<file path="src/rtl/yuv420_frame_ctrl_pkg.sv">
// Shared types and constants for the yuv420 frame sequencer: stream dtype codes,
// FSM state encoding (also used for host state readback) and the latched frame config.
package yuv420_frame_ctrl_pkg;

  localparam int unsigned DTYPE_W    = 4;
  localparam int unsigned IMG_TYPE_W = 16;

  localparam logic [DTYPE_W-1:0] DTYPE_FRAME_START = 4'h1;
  localparam logic [DTYPE_W-1:0] DTYPE_FRAME_END   = 4'h2;
  localparam logic [DTYPE_W-1:0] DTYPE_PIXEL_MASK  = 4'hC;

  typedef enum logic [2:0] {
    ST_IDLE    = 3'd0,
    ST_ARMED   = 3'd1,
    ST_SKIP    = 3'd2,
    ST_CAPTURE = 3'd3,
    ST_DRAIN   = 3'd4
  } state_t;

  typedef struct packed {
    logic [IMG_TYPE_W-1:0] image_type;
    logic                  enable;
  } frame_cfg_t;

endpackage

</file>
<file path="src/rtl/yuv420_frame_ctrl_sat_counter.sv">
// Saturating up-counter with synchronous clear; holds at all-ones instead of wrapping.
module yuv420_frame_ctrl_sat_counter #(
  parameter int unsigned WIDTH = 16
) (
  input  logic             clk,
  input  logic             resetb,
  input  logic             clr,
  input  logic             inc,
  output logic [WIDTH-1:0] q
);

  always_ff @(posedge clk or negedge resetb) begin
    if (!resetb) begin
      q <= '0;
    end else if (clr) begin
      q <= '0;
    end else if (inc && (q != '1)) begin
      q <= q + WIDTH'(1);
    end
  end

endmodule

</file>
<file path="src/rtl/yuv420_frame_ctrl.sv">
// Frame-level sequencer ahead of the yuv420 packer: admits whole frames only when the
// downstream FIFO can hold them, latches per-frame config at FS, and keeps host counters.
module yuv420_frame_ctrl
  import yuv420_frame_ctrl_pkg::*;
#(
  parameter int unsigned FRAME_CNT_WIDTH = 16,
  parameter int unsigned WORD_CNT_WIDTH  = 24
) (
  input  logic                       clk,
  input  logic                       resetb,
  input  logic                       start,
  input  logic                       stop,
  input  logic [IMG_TYPE_W-1:0]      cfg_image_type,
  input  logic                       cfg_enable,
  input  logic [FRAME_CNT_WIDTH-1:0] cfg_num_frames,
  input  logic [WORD_CNT_WIDTH-1:0]  cfg_frame_words,
  input  logic [WORD_CNT_WIDTH-1:0]  fifo_free_words,
  input  logic                       dvi,
  input  logic [DTYPE_W-1:0]         dtypei,
  output logic                       dvo_gate,
  output logic [IMG_TYPE_W-1:0]      image_type,
  output logic                       yuv_enable,
  input  logic                       pk_dv,
  input  logic [DTYPE_W-1:0]         pk_dtype,
  output logic                       busy,
  output logic [FRAME_CNT_WIDTH-1:0] frames_captured,
  output logic [FRAME_CNT_WIDTH-1:0] frames_dropped,
  output logic [WORD_CNT_WIDTH-1:0]  frame_word_cnt
);

  logic fs_in, fe_in, pk_fs, pk_fe, pk_pix, fits;
  state_t                     state, state_nxt;
  logic                       pass, pass_nxt;
  logic                       stop_pend, stop_pend_nxt;
  logic [FRAME_CNT_WIDTH-1:0] frames_left, frames_left_nxt;
  frame_cfg_t                 cfg_q, cfg_nxt;
  logic                       gate_c, clr_cnt, inc_cap, inc_drop, latch_wc;
  logic [WORD_CNT_WIDTH-1:0]  word_cnt;

  assign fs_in  = dvi && (dtypei == DTYPE_FRAME_START);
  assign fe_in  = dvi && (dtypei == DTYPE_FRAME_END);
  assign pk_fs  = pk_dv && (pk_dtype == DTYPE_FRAME_START);
  assign pk_fe  = pk_dv && (pk_dtype == DTYPE_FRAME_END);
  assign pk_pix = pk_dv && (|(pk_dtype & DTYPE_PIXEL_MASK));
  assign fits   = fifo_free_words >= cfg_frame_words;

  assign dvo_gate   = dvi & gate_c;
  assign image_type = cfg_q.image_type;
  assign yuv_enable = cfg_q.enable;

  always_ff @(posedge clk or negedge resetb) begin
    if (!resetb) begin
      state          <= ST_IDLE;
      pass           <= 1'b0;
      stop_pend      <= 1'b0;
      frames_left    <= '0;
      cfg_q          <= '0;
      busy           <= 1'b0;
      frame_word_cnt <= '0;
    end else begin
      state       <= state_nxt;
      pass        <= pass_nxt;
      stop_pend   <= stop_pend_nxt;
      frames_left <= frames_left_nxt;
      cfg_q       <= cfg_nxt;
      busy        <= (state_nxt != ST_IDLE);
      if (clr_cnt) begin
        frame_word_cnt <= '0;
      end else if (latch_wc) begin
        frame_word_cnt <= word_cnt;
      end
    end
  end

  // Gate is opened combinationally on the admitted FS so the frame start is forwarded
  // the same cycle; a second FS while capturing is withheld and closes the frame.
  always_comb begin
    state_nxt       = state;
    pass_nxt        = pass;
    stop_pend_nxt   = stop_pend;
    frames_left_nxt = frames_left;
    cfg_nxt         = cfg_q;
    gate_c          = pass;
    clr_cnt         = 1'b0;
    inc_cap         = 1'b0;
    inc_drop        = 1'b0;
    latch_wc        = 1'b0;
    case (state)
      ST_IDLE: begin
        pass_nxt      = 1'b0;
        stop_pend_nxt = 1'b0;
        if (start) begin
          clr_cnt         = 1'b1;
          frames_left_nxt = cfg_num_frames;
          stop_pend_nxt   = stop;
          state_nxt       = ST_ARMED;
        end
      end
      ST_ARMED: begin
        if (stop) begin
          stop_pend_nxt = 1'b0;
          state_nxt     = ST_IDLE;
        end else if (fs_in) begin
          if (fits) begin
            cfg_nxt.image_type = cfg_image_type;
            cfg_nxt.enable     = cfg_enable;
            pass_nxt           = 1'b1;
            gate_c             = 1'b1;
            state_nxt          = ST_CAPTURE;
          end else begin
            inc_drop  = 1'b1;
            state_nxt = ST_SKIP;
          end
        end
      end
      ST_SKIP: begin
        pass_nxt = 1'b0;
        gate_c   = 1'b0;
        if (stop) begin
          stop_pend_nxt = 1'b0;
          state_nxt     = ST_IDLE;
        end else if (fe_in) begin
          state_nxt = ST_ARMED;
        end
      end
      ST_CAPTURE: begin
        gate_c = pass & ~fs_in;
        if (stop) begin
          stop_pend_nxt = 1'b1;
        end
        if (fs_in) begin
          inc_drop  = 1'b1;
          pass_nxt  = 1'b0;
          state_nxt = ST_DRAIN;
        end else if (fe_in) begin
          pass_nxt  = 1'b0;
          state_nxt = ST_DRAIN;
        end
      end
      ST_DRAIN: begin
        pass_nxt = 1'b0;
        if (stop) begin
          stop_pend_nxt = 1'b1;
        end
        if (pk_fe) begin
          inc_cap  = 1'b1;
          latch_wc = 1'b1;
          if (stop_pend || stop ||
              ((cfg_num_frames != '0) && (frames_left == FRAME_CNT_WIDTH'(1)))) begin
            state_nxt = ST_IDLE;
          end else begin
            frames_left_nxt = frames_left - FRAME_CNT_WIDTH'(1);
            state_nxt       = ST_ARMED;
          end
        end
      end
      default: begin
        pass_nxt  = 1'b0;
        state_nxt = ST_IDLE;
      end
    endcase
  end

  yuv420_frame_ctrl_sat_counter #(.WIDTH(FRAME_CNT_WIDTH)) u_cap_cnt (
    .clk(clk), .resetb(resetb), .clr(clr_cnt), .inc(inc_cap), .q(frames_captured)
  );

  yuv420_frame_ctrl_sat_counter #(.WIDTH(FRAME_CNT_WIDTH)) u_drop_cnt (
    .clk(clk), .resetb(resetb), .clr(clr_cnt), .inc(inc_drop), .q(frames_dropped)
  );

  // Counts packer pixel words of the frame currently leaving the packer.
  yuv420_frame_ctrl_sat_counter #(.WIDTH(WORD_CNT_WIDTH)) u_word_cnt (
    .clk(clk), .resetb(resetb), .clr(clr_cnt | pk_fs), .inc(pk_pix), .q(word_cnt)
  );

endmodule
</file>
<file path="config.mk">
export PLATFORM = sky130hd
export DESIGN_NAME = yuv420_frame_ctrl
export DESIGN_NICKNAME = d
export VERILOG_FILES = /design/src/rtl/yuv420_frame_ctrl_pkg.sv /design/src/rtl/yuv420_frame_ctrl_sat_counter.sv /design/src/rtl/yuv420_frame_ctrl.sv
export SDC_FILE = /design/constraint.sdc
export NUM_CORES = 1
export LEC_CHECK = 0
export ABC_AREA = 1
export CORE_UTILIZATION = 46
export CTS_CLUSTER_DIAMETER = 200
export DETAILED_ROUTE_END_ITERATION = 7
export GPL_TIMING_DRIVEN = 0
export PLACE_DENSITY = 0.77
export SLEW_MARGIN = 0
export SYNTH_ARGS = -nofsm -noshare
export SYNTH_HDL_FRONTEND = slang
export SYNTH_SLANG_ARGS = --single-unit
export TNS_END_PERCENT = 1
</file>
<file path="constraint.sdc">
create_clock -name clk -period 1.8 [get_ports clk]
set_input_delay 0.18 -clock clk [delete_from_list [all_inputs] [get_ports clk]]
set_output_delay 0.18 -clock clk [all_outputs]
set_load 0.02 [all_outputs]
</file>
; Word-level counts from Yosys, hierarchy flattened
; Index checks and enable logic that the tools add are counted.
[classes]
n_mux = 43
bitwise = 5
addsub = 4
eq_ne = 18
reduce_logical = 26
magnitude_cmp = 1
[op_table]
columns = operator, n
row1 = $mux 16, 7
row2 = $mux 24, 4
row3 = $add 16x1->16 const B, 2
row4 = $ne 16x16->1 const B, 2
row5 = $pmux 16 s2, 1
row6 = $add 24x1->24 const B, 1
row7 = $ge 24x24->1, 1
row8 = $mux 3, 8
row9 = $ne 24x24->1 const B, 1
row10 = $mux 1, 18
row11 = $eq 16x1->1 const B, 1
row12 = $reduce_bool 16->1, 1
row13 = $sub 16x1->16 const B, 1
row14 = $pmux 3 s5, 1
row15 = $reduce_bool 2->1, 5
row16 = $logic_and 1x1->1, 9
row17 = $eq 4x1->1 const B, 2
row18 = $eq 4x2->1 const B, 2
row19 = $reduce_and 4->1, 2
row20 = $eq 3x2->1 const B, 2
row21 = $ne 2x2->1 const B, 3
row22 = $pmux 1 s3, 2
row23 = $reduce_bool 3->1, 2
row24 = $reduce_or 2->1, 3
row25 = 11 further kinds, 16
[word_totals]
register_bits = 119
input_bits = 95
out_inout_bits = 75
wordCells = 108

; Logic depth before layout (Yosys ltp)
; Gate-level depths: netlist (run 1).
[depth]
word_depth = 8
ltp_mapped = 15
ltp_nobuf = 14

; By module
; Synthesis (run 1) repeated with hierarchy kept, for this count alone.
[unflattened]
hier_cells = 1081
hier_area_um2 = 7666.1
[modules_own_cells]
columns = module, area_per_inst_um2, seq_area_each_um2, cells_per_inst, instances
row1 = yuv420_frame_ctrl, 3936.3, 1576.5, 549, 1
row2 = yuv420_frame_ctrl_sat_counter at u_cap_cnt ..., 1037.2, 400.4, 144, 2
row3 = yuv420_frame_ctrl_sat_counter at u_word_cnt, 1655.3, 600.6, 244, 1

; Worst setup path after synthesis (run 1)
; No wires, ideal clock.
[synth_timing]
kind = register -> register
start = reg u_drop_cnt.q[0]
end = reg u_drop_cnt.q[15]
setup_ns = 0.119
path_buffers = 1
synth_period_minus_slack_ns = 1.923
t_required_ns = 1.681
path_slack_ns = -0.123
path_stages_with_launch = 10
arrival_time_ns = 1.805
cell_sequence = dfrtp_1 ha_1 nand2_1 nor3_4 nand2_2 nor2_4 a31oi_4 buf_2 nand4_1 nand2_1
[synth_between]
elab_chain_cells = 3
elab_cells_between_ends = 6
cone_classes = add/sub (1) / eq/ne (1) / mux (2) / reduce/logical (2)
[synth_rtl]
columns = item, line_no
row1 = from (decl), yuv420_frame_ctrl_sat_counter.sv:9  ; output logic [WIDTH-1:0] q
row2 = from (signal assigned), yuv420_frame_ctrl_sat_counter.sv:18  ; q <= q + WIDTH'(1);
row3 = $add 16x1->16 / $ne 16x16->1 (equally long branches), "yuv420_frame_ctrl_sat_counter.sv:18, yuv420_frame_ctrl_sat_counter.sv:17"
row4 = $mux 16 / $logic_and 1x1->1 (equally long branches), yuv420_frame_ctrl_sat_counter.sv:17  ; end else if (inc && (q != '1)) begin
row5 = $mux 16 / $reduce_bool 2->1 (equally long branches), n/a
; Parallel ways exist; a longest one is shown, timed or not. The select of a mux whose other input is x is not followed.
; A chain may end at the register's enable or synchronous reset.

; Worst setup path after layout (run 1)
[layout_timing]
start = reg state[2]
end = out dvo_gate
[layout_between]
elab_chain_cells = 3
elab_cells_between_ends = 5
cone_classes = eq/ne (3) / mux (1) / bitwise (1)
[layout_rtl]
columns = item, line_no
row1 = from (decl), yuv420_frame_ctrl.sv:32  ; state_t state, state_nxt;
row2 = from (signal assigned), yuv420_frame_ctrl.sv:61  ; state <= state_nxt;
row3 = $eq 3x2->1 / $eq 3x1->1 (equally long branches), yuv420_frame_ctrl.sv:88  ; case (state)
row4 = $pmux 1 s3 (*), yuv420_frame_ctrl.sv:88
row5 = $and 1x1->1 (*), yuv420_frame_ctrl.sv:47  ; assign dvo_gate = dvi & gate_c;
row6 = to (decl), yuv420_frame_ctrl.sv:20  ; output logic dvo_gate,
; Mark *: on every way between the ends. The rest lies on a longest branch, timed or not.

==> metrics.md, run 1 <==
| Metric | Value |
|---|---|
| Outcome | `finished, violations left` |
| Failing checks | `setup timing` |
| Number of setup violations in the final report | `22` |
| Unrepaired setup endpoints after global routing | `true` |
| Pwr per Cell Area | `858.2 nW/um^2` |
| Wire per inst | `15.66 um` |
| GRT Total Usage | `0.2779` |
| Post-synthesis cell area | `7477 sq um` |
| Req. time, crit path | `1.62 ns` |
| Top FF cell, synth | `dfrtp_1` |
| Share of cells above drive strength 1 | `0.2222` |
| Max_slew headroom | `0.6647` |
| Clock Tree Root | `clkbuf_16` |
| GP Congestion | `0.9202` |
| Hpwl dp | `16050 um` |
| Avg Vias per Cell | `5.340` |
| Number of flops mapped to enable cells by yosys | `0` |
| Fin. max-slew vios | `0` |
| Netlist cell types | `42` |
| DP Area | `9485 sq um` |
| Crit path cell chain | `nor2_4 -> nand2_2 -> nor3_4 -> buf_6 -> a21oi_4 -> nand2_1 -> nand2_1 -> inv_2 -> buf_6` |
| Clock buffer depth | `2` |
| Most frequent cells in the layout | `nand2_1 (213), clkdlybuf4s50_1 (119), nand3_1 (118), dfrtp_1 (113), inv_1 (100)` |
| Synth Warn # | `0` |
| Post-route ant nets | `0` |
| Register area share after synthesis | `0.3983` |
| Design Area, Final | `10670 sq um` |
| Syn Inst Count | `1002` |
| Worst setup SP type | `register` |
| CP max stage delay | `0.44 ns` |
| Die Ht | `129.5 um` |
| Most common cell after layout, fill and taps aside | `nand2_1` |
| P&R area growth vs syn | `42.69%` |
| Largest net degree at the start of global routing | `70` |
| CP Max Fanout | `5` |
| Pre-CTS setup slack | `-1.257 ns` |
| CP max stage cell | `dfrtp_2` |
| Non-Filler Instances | `1440` |
| Core Region | `15890 sq um` |
| Initial antenna violation count | `0` |
| Slew at the pin closest to its max-slew limit | `0.4991 ns` |
| Grt ovf | `0` |
| Tmin final | `1.941 ns` |
| Pleak | `4.940 nW` |
| Via Count | `7689` |
| Ys async rst share | `1.000` |
| Ranking of synthesized cells by area | `dfrtp_1 (40%), nand2_1 (12%), nand3_1 (8.2%), inv_1 (6.2%), ha_1 (4.9%)` |
| Maximum vdd drop | `0.0007001 V` |
| Die ar. | `16770 sq um` |
| Top cell type's share of synthesized area | `0.3983` |
| Port-buffer cells | `169` |
| Clock slew at reported path FFs | `0.06 ns` |
| Layout Nets | `1335` |
| Mean Syn Cell Area | `7.462 sq um` |
| # placed instances | `1388` |
| Num ports | `170` |
| Die W | `129.5 um` |
| Final Hold Viols | `0` |
| Worst clock skew | `0.007374 ns` |
| Worst hold path type | `input pin to async pin` |
| DRT Pass-1 Iters | `5` |
| FP Rows | `46` |
| TritonCTS Buffers | `17` |
| Filler instances | `1327` |
| Detailed Route WL | `22550 um` |
| Vias in the first global route | `7433` |
| Register bit count reported by yosys | `119` |
| DRT iter0 DRCs | `602` |
| Worst EP arrival | `1.76 ns` |
| Critical path buffers and inverters | `3` |
| Period utilization | `1.078` |
| TritonCTS clock tree | `yes` |
| Top delay family on crit path | `simple AND/OR/NAND/NOR gates` |
| Diode count | `0` |
| Fmax | `515.2 MHz` |
| Setup WS post-layout | `-0.1411 ns` |
| Clock sink total | `119` |
| Syn Nets | `1126` |
| Total of max-cap violations | `0` |
| First-pass GRT wire length | `36270 um` |
| Multi-input gate area | `4393 sq um` |
| Initial Util | `0.4707` |
| Worst-Skew Late Latency | `0.42 ns` |
| Reg area | `2985 sq um` |
| Htree depth | `4` |
| Hold slack | `0.2814 ns` |
| Final Core Density | `0.6716` |
| Critical path capture point type | `primary output` |
| Area leader, netlist | `dfrtp_1` |
| CP Class | `register to primary output` |
| DRC violations left | `0` |
==> area by class of cell <==
cell class / count / area share
Clock inverter: 10 / 0.009616
Clock buffer: 22 / 0.04445
Sequential cell: 119 / 0.2798
Tap cell: 216 / 0.02533
Buffer: 30 / 0.02170
Timing Repair Buffer: 190 / 0.1602
Multi-Input combinational cell: 721 / 0.4117
Inverter: 132 / 0.04714
==> state kept, by name (all words and copies together) (netlist names) <==
signal          cells
busy                1
frame_word_cnt     24
frames_left        16
image_type         16
pass                1
state               3
stop_pend           1
u_cap_cnt.q        16
u_drop_cnt.q       16
u_word_cnt.q       24
yuv_enable          1
==> kinds of logic after synthesis <==
| kind of cell | share of synthesized area |
|---|---|
| buffers and inverters | 0.08785 |
| flip-flops | 0.3983 |
| adder cells (fa/ha/maj) | 0.04853 |
| XOR/XNOR | 0.03983 |
| AND/OR/NAND/NOR | 0.3251 |
| AO/OA/AOI/OAI | 0.09772 |
| multiplexers | 0.002677 |
==> synth_stat cells (3+ instances only) <==
| library cell | instances |
|---|---|
| o31ai_1 | 7 |
| o21a_1 | 3 |
| buf_1 | 4 |
| inv_1 | 123 |
| inv_2 | 9 |
| a21oi_1 | 21 |
| ha_1 | 29 |
| nor2_1 | 84 |
| nand3_1 | 123 |
| nor3_1 | 26 |
| nand4_1 | 43 |
| clkbuf_1 | 11 |
| dfrtp_1 | 119 |
| nor2_4 | 3 |
| o21ai_1 | 3 |
| nand2_2 | 6 |
| o21ai_0 | 54 |
| o21ai_2 | 19 |
| buf_2 | 9 |
| buf_6 | 4 |
| nand2_1 | 237 |
| or2_2 | 3 |
| xor2_1 | 32 |
| nand2_4 | 3 |
==> report_power, final <==
part           internal, mW  switching, mW
registers              2.97          0.272
clock network          2.13           1.18
logic                 0.986           1.62
total                  6.08           3.07
==> per-layer routing <==
metal  vias to the layer above  GRT usage  part of all wire
li1                       3726          -                 -
met1                      3622     0.3491              0.42
met2                       291     0.4690              0.49
met3                        50    0.05945             0.063
met4                         0     0.1067             0.026
met5                         -          0                 0
==> path summary, 6_finish.rpt <==
check,startpoint,to,slack [ns],cells past startpoint
max,state[2]$_DFF_PN0_,dvo_gate,-0.14,9
max reg2reg,state[2]$_DFF_PN0_,u_drop_cnt.q[12]$_DFFE_PN0P_,-0.03,10
min,resetb,image_type[13]$_DFFE_PN0P_,0.28,2
min reg2reg,image_type[2]$_DFFE_PN0P_,image_type[2]$_DFFE_PN0P_,0.46,2
min in group clk,cfg_image_type[9],image_type[9]$_DFFE_PN0P_,0.33,3
max in group asynchronous,resetb,u_drop_cnt.q[1]$_DFFE_PN0P_,0.80,3
==> through the flow <==
step / TNS [ns] / total power, mW
after floorplan: -0.0008231 / 4.645
after global placement: -540.79 / 5.455
after detailed placement: -48.45 / 5.527
after CTS: -0.3597 / 9.038
after global routing: -5.192 / 9.680
final: -0.5952 / 9.156
==> repair_timing <==
item / in CTS / in global routing
buffers inserted: 14 / 5
pin swaps: 83 / 23
hold buffers: 1 / 0
endpoints found under the hold margin: 50 / 0
setup endpoints to repair: 117 / 108
gates resized for setup: 262 / 52
gates cloned: 0 / 0
Power figures use the tool's default switching activity.
==> inputs of run 2 (changes only) <==
--- a/config.mk
+++ b/config.mk
@@ -15,4 +15,3 @@
 export SYNTH_ARGS = -nofsm -noshare
 export SYNTH_HDL_FRONTEND = slang
 export SYNTH_SLANG_ARGS = --single-unit
-export TNS_END_PERCENT = 1
==> run 2 against run 1 <==
Net effect: the flow still finishes with violations (setup timing); sequential power is essentially flat; cell area grew 7.6%; combinational power grew 20%; routed wire length grew 12%; clock skew grew 0.0014 ns; total power grew 9.6%; die area is the same; core utilization grew 5.1 points; clock-buffer cell count grew 1; cell count grew 3.1%; critical path type is now input pin to primary output.
==> metrics.md, run 2 (same netlist as run 1, synthesis figures left out) <==
| Metric | Value |
|---|---|
| Initial Util | `0.4707 (unchanged)` |
| Wire per inst | `17.06 um (was 15.66 um)` |
| Number of setup violations in the final report | `22 (unchanged)` |
| Pwr per Cell Area | `874.0 nW/um^2 (was 858.2 nW/um^2)` |
| GRT Total Usage | `0.2816 (was 0.2779)` |
| GP Congestion | `0.9066 (was 0.9202)` |
| First-pass GRT wire length | `36710 um (was 36270 um)` |
| Fin. max-slew vios | `0 (unchanged)` |
| Hpwl dp | `16000 um (was 16050 um)` |
| DRT iter0 DRCs | `882 (was 602)` |
| Critical path's most frequent cell | `buf_6` |
| Die Ht | `129.5 um (unchanged)` |
| Most frequent cells in the layout | `nand2_1 (198), clkdlybuf4s50_1 (119), dfrtp_1 (114), nand3_1 (112), inv_1 (91) (was nand2_1 (213), clkdlybuf4s50_1 (119), nand3_1 (118), dfrtp_1 (113), inv_1 (100))` |
| Design Area, Final | `11480 sq um (was 10670 sq um)` |
| Setup WS post-layout | `-0.09010 ns (was -0.1411 ns)` |
| Worst-Skew Late Latency | `0.42 ns (about the same)` |
| Total of max-cap violations | `0 (unchanged)` |
| Tmin final | `1.890 ns (was 1.941 ns)` |
| CP max stage cell | `ha_4 (was dfrtp_2)` |
| Unrepaired setup endpoints after global routing | `true (unchanged)` |
| Pleak | `5.336 nW (was 4.940 nW)` |
| Layout Nets | `1380 (was 1335)` |
| Vias in the first global route | `7493 (was 7433)` |
| TritonCTS clock tree | `yes (unchanged)` |
| Clock Tree Root | `clkbuf_16 (unchanged)` |
| P&R area growth vs syn | `53.51% (was 42.69%)` |
| Slew at the pin closest to its max-slew limit | `0.5539 ns (was 0.4991 ns)` |
| Final Hold Viols | `0 (unchanged)` |
| FP Rows | `46 (unchanged)` |
| Initial antenna violation count | `0 (unchanged)` |
| Worst hold path type | `input pin to async pin (unchanged)` |
| CP Max Fanout | `2 (was 5)` |
| Avg Vias per Cell | `5.479 (was 5.340)` |
| Max_slew headroom | `0.6307 (was 0.6647)` |
| TritonCTS Buffers | `17 (unchanged)` |
| Worst clock skew | `0.008816 ns (was 0.007374 ns)` |
| Diode count | `0 (unchanged)` |
| Pre-CTS setup slack | `-1.225 ns (was -1.257 ns)` |
| CP Class | `input pin to primary output (was register to primary output)` |
| Detailed Route WL | `25330 um (was 22550 um)` |
| Grt ovf | `0 (unchanged)` |
| Outcome | `finished, violations left (unchanged)` |
| Power consumption | `10.03 mW (was 9.156 mW)` |
| Fmax | `529.1 MHz (was 515.2 MHz)` |
| Die ar. | `16770 sq um (unchanged)` |
| RR Startpoint | `u_word_cnt.q[0]$_DFFE_PN0P_ (was state[2]$_DFF_PN0_)` |
| Via Count | `8136 (was 7689)` |
| Share of cells above drive strength 1 | `0.2837 (was 0.2222)` |
| Port-buffer cells | `169 (unchanged)` |
| Period utilization | `1.050 (was 1.078)` |
| Clock sink total | `119 (unchanged)` |
| Largest net degree at the start of global routing | `65 (was 70)` |
| Flop2flop setup slack | `-0.04 ns (was -0.03 ns)` |
| Num ports | `170 (unchanged)` |
| Req. time, crit path | `1.62 ns (about the same)` |
| Core Region | `15890 sq um (unchanged)` |
| Worst EP arrival | `1.71 ns (was 1.76 ns)` |
| Maximum vdd drop | `0.0007815 V (was 0.0007001 V)` |
| Critical path capture point type | `primary output (unchanged)` |
| Most common cell after layout, fill and taps aside | `nand2_1 (unchanged)` |
| Biggest regs | `frame_word_cnt x24, u_word_cnt.q x24 (unchanged)` |
| DRT Pass-1 Iters | `5 (unchanged)` |
| Worst R2R End | `u_word_cnt.q[8]$_DFFE_PN0P_ (was u_drop_cnt.q[12]$_DFFE_PN0P_)` |
| Htree depth | `4 (unchanged)` |
| Crit path cell chain | `buf_6 -> inv_2 -> ha_4 -> a21oi_2 -> nor2_1 -> nor2_2 -> nand2_2 -> nor2_4 -> nand2_2 -> buf_6 -> a21oi_4 -> nand2_1 -> nand2_1 -> inv_1 -> buf_6 (was nor2_4 -> nand2_2 -> nor3_4 -> buf_6 -> a21oi_4 -> nand2_1 -> nand2_1 -> inv_2 -> buf_6)` |
| Reg2Reg Depth | `11 (was 10)` |
| Clock slew at reported path FFs | `0.05 ns (was 0.06 ns)` |
| Die W | `129.5 um (unchanged)` |
| CP max stage delay | `0.21 ns (was 0.44 ns)` |
| Failing checks | `setup timing (unchanged)` |
| Post-route ant nets | `0 (unchanged)` |
| Clock buffer depth | `2 (unchanged)` |
| DP Area | `9490 sq um (was 9485 sq um)` |
| Critical Path Source | `cfg_frame_words[21] (was state[2]$_DFF_PN0_)` |
| DRC violations left | `0 (unchanged)` |
| Worst setup SP type | `input pin (was register)` |
## run 2: cell type report
cell class / instances / area (sq um)
inverter: 132 / 516.7
clock inverter: 9 / 145.1
multi-input combinational: 722 / 4628
timing repair buffer: 234 / 2165
sequential: 119 / 2984
buffer: 30 / 281.5
fill: 1177 / 4407
tap: 216 / 270.3
clock buffer: 23 / 488.0
## run 2: critical path, delay by kind of cell
family                     cells  cell delay (ns)
AOI/OAI and AO/OA              2             0.26
adders and majority gates      1             0.21
buffers and inverters          5             0.43
and+or+nand+nor                7             0.60
## run 2: worst max path at each step
stage / end / slack, ns / cells after the start
final: dvo_gate / -0.09 / 15
after global routing: dvo_gate / -0.18 / 15
after detailed placement: dvo_gate / -1.22 / 15
after floorplan: u_drop_cnt.q[15]$_DFFE_PN0P_ / 0.004 / 9
after global placement: u_drop_cnt.q[1]$_DFFE_PN0P_ / -4.61 / 1
after CTS: dvo_gate / -0.14 / 15
## run 2: repair_timing
item                       4_1_cts  5_1_grt
resized for setup              202      201
gates cloned                     1        7
hold endpoints to repair        55        0
buffers inserted                26       30
setup endpoints to repair      117      108
hold buffers                     1        0
pin swaps                       80       91
## run 2: metal layers
metal / GRT usage / wire length [um]
met1: 0.3469 / 10160
met2: 0.4937 / 12520
met3: 0.05987 / 1948
met4: 0.08618 / 699
met5: 0 / 0
## run 2: report_power, final
group / internal (mW) / total (mW) / switching, mW
Clock: 2.45 / 3.66 / 1.21
Sequential: 2.97 / 3.24 / 0.267
Combinational: 1.28 / 3.14 / 1.85
## run 2: per-stage QoR
stage,TNS [ns],util,std cells,hold slack (ns)
final,-0.4218,0.7226,1485,0.2991
after global routing,-3.195,0.7226,1485,0.3396
after CTS,-0.1441,0.6797,1448,0.3209
after detailed placement,-42.88,0.5974,1388,0.1799
after global placement,-535.33,0.5956,1387,0.4537
after floorplan,0,-,1002,-0.1156
